### src/rtl/pipeline_controller.sv
// Pipeline sequencing for the 5-stage core.
// Owns the data-memory wait FSM, stall/flush controls and perf counters.
module pipeline_controller #(
  parameter int PERF_CNT_WIDTH = 32,
  parameter int DMEM_TIMEOUT   = 255
) (
  input  logic                      clk_i,
  input  logic                      rst_i,
  input  logic                      stall_id_i,
  input  logic                      stall_ex_i,
  input  logic                      if_valid_i,
  input  logic                      jump_i,
  input  logic                      branch_taken_i,
  input  logic                      dmem_req_i,
  input  logic                      dmem_gnt_i,
  input  logic                      dmem_rvalid_i,
  output logic                      pc_en_o,
  output logic                      if_id_en_o,
  output logic                      id_ex_en_o,
  output logic                      ex_mem_en_o,
  output logic                      mem_wb_en_o,
  output logic                      if_id_flush_o,
  output logic                      id_ex_flush_o,
  output logic                      ex_mem_flush_o,
  output logic                      mem_wb_flush_o,
  output logic                      dmem_busy_o,
  output logic                      dmem_err_o,
  output logic [PERF_CNT_WIDTH-1:0] stall_cnt_o,
  output logic [PERF_CNT_WIDTH-1:0] flush_cnt_o
);

  localparam int TW = (DMEM_TIMEOUT < 2) ? 1
                    : $clog2(DMEM_TIMEOUT + 1);
  localparam logic [TW-1:0] TMO = TW'(DMEM_TIMEOUT);

  typedef enum logic [1:0] {
    IDLE,
    WAIT_GNT,
    WAIT_RVALID
  } mem_state_e;

  mem_state_e        state_q;
  logic [TW-1:0]     wait_q;
  logic              timeout;
  logic              busy;
  logic              redirect;

  assign timeout = (state_q != IDLE) && (wait_q == TMO);

  // MEM stage is waiting; a timeout cycle counts as completion
  always_comb begin
    busy = 1'b0;
    unique case (state_q)
      IDLE:        busy = dmem_req_i;
      WAIT_GNT:    busy = !timeout;
      WAIT_RVALID: busy = !timeout && !dmem_rvalid_i;
      default:     busy = 1'b0;
    endcase
  end

  assign dmem_busy_o = busy && !rst_i;

  // Stall/flush priority: a stalled stage holds earlier regs, bubbles next
  always_comb begin
    pc_en_o        = 1'b1;
    if_id_en_o     = 1'b1;
    id_ex_en_o     = 1'b1;
    ex_mem_en_o    = 1'b1;
    mem_wb_en_o    = 1'b1;
    if_id_flush_o  = 1'b0;
    id_ex_flush_o  = 1'b0;
    ex_mem_flush_o = 1'b0;
    mem_wb_flush_o = 1'b0;
    redirect       = 1'b0;
    priority case (1'b1)
      rst_i: begin
        pc_en_o        = 1'b0;
        if_id_en_o     = 1'b0;
        id_ex_en_o     = 1'b0;
        ex_mem_en_o    = 1'b0;
        mem_wb_en_o    = 1'b0;
        if_id_flush_o  = 1'b1;
        id_ex_flush_o  = 1'b1;
        ex_mem_flush_o = 1'b1;
        mem_wb_flush_o = 1'b1;
      end
      busy: begin
        pc_en_o        = 1'b0;
        if_id_en_o     = 1'b0;
        id_ex_en_o     = 1'b0;
        ex_mem_en_o    = 1'b0;
        mem_wb_flush_o = 1'b1;
      end
      stall_ex_i: begin
        pc_en_o        = 1'b0;
        if_id_en_o     = 1'b0;
        id_ex_en_o     = 1'b0;
        ex_mem_flush_o = 1'b1;
      end
      stall_id_i: begin
        pc_en_o       = 1'b0;
        if_id_en_o    = 1'b0;
        id_ex_flush_o = 1'b1;
      end
      branch_taken_i: begin
        if_id_flush_o = 1'b1;
        id_ex_flush_o = 1'b1;
        redirect      = 1'b1;
      end
      jump_i: begin
        if_id_flush_o = 1'b1;
        redirect      = 1'b1;
      end
      !if_valid_i: begin
        pc_en_o       = 1'b0;
        if_id_flush_o = 1'b1;
      end
      default: begin
        pc_en_o = 1'b1;
      end
    endcase
  end

  // Data-memory handshake FSM with wait-cycle timeout and sticky error
  always_ff @(posedge clk_i or posedge rst_i) begin
    if (rst_i) begin
      state_q    <= IDLE;
      wait_q     <= '0;
      dmem_err_o <= 1'b0;
    end else begin
      unique case (state_q)
        IDLE: begin
          wait_q <= '0;
          if (dmem_req_i) begin
            state_q <= dmem_gnt_i ? WAIT_RVALID : WAIT_GNT;
          end
        end
        WAIT_GNT: begin
          if (timeout) begin
            state_q    <= IDLE;
            dmem_err_o <= 1'b1;
          end else if (dmem_gnt_i) begin
            state_q <= WAIT_RVALID;
            wait_q  <= '0;
          end else begin
            wait_q <= wait_q + TW'(1);
          end
        end
        WAIT_RVALID: begin
          if (timeout) begin
            state_q    <= IDLE;
            dmem_err_o <= 1'b1;
          end else if (dmem_rvalid_i) begin
            state_q <= IDLE;
          end else begin
            wait_q <= wait_q + TW'(1);
          end
        end
        default: begin
          state_q <= IDLE;
          wait_q  <= '0;
        end
      endcase
    end
  end

  // Saturating performance counters
  always_ff @(posedge clk_i or posedge rst_i) begin
    if (rst_i) begin
      stall_cnt_o <= '0;
      flush_cnt_o <= '0;
    end else begin
      if (!pc_en_o && (stall_cnt_o != '1)) begin
        stall_cnt_o <= stall_cnt_o + 1'b1;
      end
      if (redirect && (flush_cnt_o != '1)) begin
        flush_cnt_o <= flush_cnt_o + 1'b1;
      end
    end
  end

endmodule

### config.mk
export PLATFORM = sky130hd
export DESIGN_NAME = pipeline_controller
export DESIGN_NICKNAME = d
export VERILOG_FILES = /design/src/rtl/pipeline_controller.sv
export SDC_FILE = /design/constraint.sdc
export NUM_CORES = 1
export LEC_CHECK = 0
export ABC_CLOCK_PERIOD_IN_PS = 2950
export CAP_MARGIN = 20
export CORE_MARGIN = 10
export CORE_UTILIZATION = 50
export CTS_CLUSTER_SIZE = 20
export DETAILED_ROUTE_END_ITERATION = 10
export PLACE_DENSITY = 0.78
export SYNTH_ARGS = -nofsm -noshare
export SYNTH_HDL_FRONTEND = slang
export SYNTH_SLANG_ARGS = --single-unit
### constraint.sdc
create_clock -name clk_i -period 2.95 [get_ports clk_i]
set_clock_uncertainty 0.05 [all_clocks]
set_input_delay 0.295 -clock clk_i [delete_from_list [all_inputs] [get_ports clk_i]]
set_output_delay 0.295 -clock clk_i [all_outputs]
set_load 0.05 [all_outputs]
* Word-level counts from Yosys, hierarchy flattened
Index checks and enable logic that the tools add are counted.
** Storage, ports and cells
- Register bits :: 75
- Input port bits :: 10
- Output and inout port bits :: 75
- Word-level logic and storage cells :: 87
** Operators by class
- $add $sub $neg :: 3
- Equality and inequality tests :: 11
- Muxes and demuxes :: 53
- Reduce and logical (&&, ||, !) cells :: 15
** Operators with widths (number)
- $add 32x1->32 const B :: 2
- $ne 32x32->1 const B :: 2
- $mux 1 :: 40
- $mux 8 :: 4
- $pmux 8 s2 :: 1
- $mux 2 :: 6
- $add 8x1->8 const B :: 1
- $eq 8x8->1 const B :: 1
- $ne 2x2->1 const B :: 4
- $ne 3x3->1 const B :: 2
- $pmux 2 s3 :: 1
- $reduce_and 3->1 :: 2
- $logic_and 1x1->1 :: 5
- $logic_not 1->1 :: 4
- $pmux 1 s3 :: 1
- $eq 2x1->1 const B :: 1
- $eq 2x2->1 const B :: 1
- $logic_not 2->1 :: 1
- $reduce_and 2->1 :: 1
- $reduce_bool 2->1 :: 1
- $reduce_or 2->1 :: 1

* Depth between registers and ports, before layout
- Word-level depth :: 9
- Gate-level depth with buffers :: 8
- Depth with buffers taken out :: 8

* Least setup slack after synthesis
OpenSTA, ideal clock, no wires.
- Path type :: in2out
- Start point :: input rst_i
- End point :: output id_ex_en_o
- Data arrival time :: 4.737 ns
- Required time :: 2.605 ns
- Path slack :: -2.132 ns
- Stages on the path :: 3
- Buffers on the path :: 0
- Path through :: inv_1 o21ai_0 nor2_1
** On the way
- Longest elaborated chain between the ends :: 1
** Ends and longest elaborated chain
- from (decl) :: RTL line 8 : input logic rst_i,
- $mux 1 :: RTL line 75 : priority case (1'b1)
- to (decl) :: RTL line 19 : output logic id_ex_en_o,
Every way passes these cells.

* Worst setup path after layout
- Start point :: register state_q[0]
- End point :: output dmem_busy_o
** On the way
- Longest elaborated chain between the ends :: 6
- Elaborated cells between the ends (all ways) :: 9
- Those cells by class :: eq/ne (2); mux (1); reduce/logical (6)
** Ends and longest elaborated chain
- from (decl) :: RTL line 42 : mem_state_e state_q;
- from (signal assigned) :: RTL line 135 : state_q <= dmem_gnt_i ? WAIT_RVALID : WAIT_GNT;
- $reduce_bool 2->1 :: RTL line 48 : assign timeout = (state_q != IDLE) && (wait_q == TMO);
- $logic_and 1x1->1 :: RTL line 48
- $logic_not 1->1 :: RTL line 55, 56
- $logic_and 1x1->1 :: RTL line 56 : WAIT_RVALID: busy = !timeout && !dmem_rvalid_i;
- $pmux 1 s3 (*) :: RTL line 53 : unique case (state_q)
- $logic_and 1x1->1 (*) :: RTL line 61 : assign dmem_busy_o = busy && !rst_i;
- to (decl) :: RTL line 26 : output logic dmem_busy_o,
Mark *: on every way between the ends. The rest lies on a longest branch, timed or not.

==> key figures <==
Place
  • Post-DP HPWL: 7.45 mm
  • Placed Cells: 586
  • Place WS: about 0.44 ns
  • Gpl congestion: roughly 0.86
  • PortBufs: 84

Critical path
  • Crit path DAT: approximately 2.5 ns
  • Critical Path Source Type: register
  • Crit-path max FO: 5
  • CP Capture Type: primary output
  • Worst EP required: 2.61 ns
  • Crit Path Category: reg -> out

Synth
  • Netlist Area Pre-Place: roughly 4000 sq um
  • Post-synthesis register bit count: 75
  • Seq/Total Area, Yosys: 46.4%
  • Syn nets: 424
  • Number of flops mapped to enable cells by yosys: 0
  • Async S/R FF share, synth: 100%
  • Yosys warning total: 0
  • Post-Syn Instances: 407
  • Primary FF master, synth: dfrtp_1
  • Netlist cell types: 50
  • Mean post-synth cell area: a little under 10 sq um

Routing
  • Antenna viol nets, final: 0
  • Wire per inst: 16.5 um
  • Overall via count from detail_route: between 3,000 and 4,000
  • DRT Wirelength: ~10 mm
  • DRT Pass-1 Iters: 4
  • Initial DRC Count: 158
  • Vias per cell: just under 6
  • Post-route DRC: 0

Clock network
  • H-tree levels: 3
  • Total CTS buffers: 9
  • Clock sink total: between 70 and 80
  • Max clock buf depth: 2
  • Clock Tree Root: clkbuf_8
  • Hold Buf Count CTS: 0
  • CTS tree: yes
  • Worst skew pair latency: 0.34 ns
  • Clock transition at path regs: 0.07 ns

STA
  • Final count of pins violating max slew: 0
  • Period Utilization, post-route: 94.7%
  • Final WS setup: about 0.16 ns
  • Fmax: between 300 and 400 MHz
  • Unrepaired setup endpoints after global routing: false
  • Crit path time final: 2.79 ns
  • Final setup vio count: 0
  • Least-Margin Pin Slew: about 0.85 ns
  • Final hold vios: 0
  • Max_slew headroom: approximately 42%

Pwr
  • Clock share of power: 22.9%
  • Flop pwr share: 39.1%
  • Comb power frac: 37.9%
  • Internal power: 1.96 mW
  • Net Sw Power: approximately 1.3 mW
  • PwrDens: 616 nW/um^2
  • Sw Share: between 30% and 40%
  • Worst-case vdd ir drop: 0.609 mV
  • Leakage Power: 2.14 nW
  • Total power: between 3 and 4 mW

Floorplan
  • Chip Width: 110 um
  • Full die area: about 12,000 sq um
  • Initial Util: 51.8%
  • Total core area: approximately 7800 sq um
  • Top-Level Pins: 85
  • Die height: around 110 um
  • Num rows: 32

Final layout
  • Layout cells sized above 1: about 10%
  • Area taken by multi-input logic gates: 2090 sq um
  • Seq. cell area: ~1900 sq um
  • Non-filler cells in the finished layout: 604
  • N_diodes: 0
  • # fillers: about 630
  • Most frequent cells in the layout: 75 x dfrtp_1, 75 x clkdlybuf4s50_1, 56 x xnor2_1, 38 x nand3_1, 34 x nand4_1
  • Synthesis-to-layout area growth: 30.5%
  • Fin nets: 515

Outcome
  • Status: completed

Global routing
  • Wire length of the first global-routing pass: 16.4 mm
  • Vias in the first global route: 3,415
  • Gr usage total: 16.7%
  • Grt ovf: 0
  • Initial antenna violation count: 0
  • Maximum number of pins on one net before global-route repair: 65

Run
  • MaxCap Viol Count: 0

Hold path
  • Hold Crit Class: in -> async
-- metrics by stage --
stage | TNS, ns | hold slack, ns | utilization [%] | instance area, sq um
after floorplan | -1.41 | 0.342 | - | 4060
after global placement | 0 | 0.397 | 65.0 | 5070
after detailed placement | 0 | 0.397 | 65.0 | 5070
after CTS | 0 | 0.357 | 67.3 | 5260
after global routing | 0 | 0.407 | 67.6 | 5280
final | 0 | 0.365 | 67.6 | 5280
-- cell families after synthesis --
kind of cell	share of synthesized area, %
buf+inv	2.29
simple gates	28.5
flops	46.4
xor+xnor	12.8
fa+ha+maj	2.17
mux	1.21
compound gates	6.65
-- Yosys cell counts, types with 2 or more instances --
cell      number  area (sq um)
or3_1          3          18.8
a21o_1         2          15.0
or4_1          2          15.0
ha_1           7          87.6
inv_1         10          37.5
o41ai_1        3          26.3
buf_2          5          25.0
nor3_1        15          75.1
nand4b_1       3          26.3
a21oi_1        4          20.0
o21ai_0       12          60.1
nor2_1        19          71.3
nand2_1       27           101
mux2_2         2          22.5
and3_1        22           138
xnor2_1       56           490
nand3_1       38           190
clkbuf_1       7          26.3
and4_1         7          61.3
a31oi_1        3          18.8
nand3b_1       2          15.0
nand4_1       34           213
o31ai_1        5          37.5
nor2b_1        3          18.8
xor2_1         3          26.3
nand4_2        3          37.5
dfrtp_1       75          1880
nor4_1         5          31.3
nand2b_1       3          18.8
and2_1         7          43.8
-- flip-flops by register name, summed over array words and instances (netlist names) --
name / cells
dmem_err_o: 1
flush_cnt_o: 32
stall_cnt_o: 32
state_q: 2
wait_q: 8
-- power by group through the flow --
stage                     clock [mW]  sequential (mW)  combinational (mW)
after floorplan                    0             1.53               0.570
after global placement             0             1.28                1.22
after detailed placement           0             1.29                1.24
after CTS                      0.768             1.27                1.24
after global routing           0.814             1.30                1.33
final                          0.746             1.27                1.23
-- layout make-up --
class	instances	area share, %
clock buffers	10	2.42
clock inverters	5	1.04
inverters	11	0.853
multi-input cells	309	39.6
flip-flops and latches	75	35.6
well taps	102	2.42
repair buffers	92	18.1
-- worst paths after layout --
kind	startpoint	to	slack [ns]	cells after the start
max reg2reg	state_q[0]	flush_cnt_o[1]	0.46	8
min reg2reg	dmem_err_o	dmem_err_o	0.41	1
min in group clk_i	dmem_err_o	dmem_err_o	0.41	1
max in group asynchronous	rst_i	flush_cnt_o[8]	1.41	3
min	rst_i	dmem_err_o	0.37	2
max	state_q[0]	dmem_busy_o	0.16	6
-- worst max-delay path, cell delays in order, from the launching register on --
cell and delay (ns):
dfrtp_1 0.42, inv_1 0.10, ha_1 0.25, a21oi_1 0.11
a21o_1 0.25, nor3_1 0.14, clkdlybuf4s50_1 0.83
-- repair_timing --
item	CTS	global route
setup buffers	0	3
gates resized for setup	0	0
endpoints found under the setup margin	0	3
-- per-layer routing --
layer  wire (um)  GRT usage, %
met1        4100          20.6
met2        4790          27.1
met3         918          4.86
met4         148          5.95
met5           0             0
Note: power is estimated with default switching activity, not from simulation.
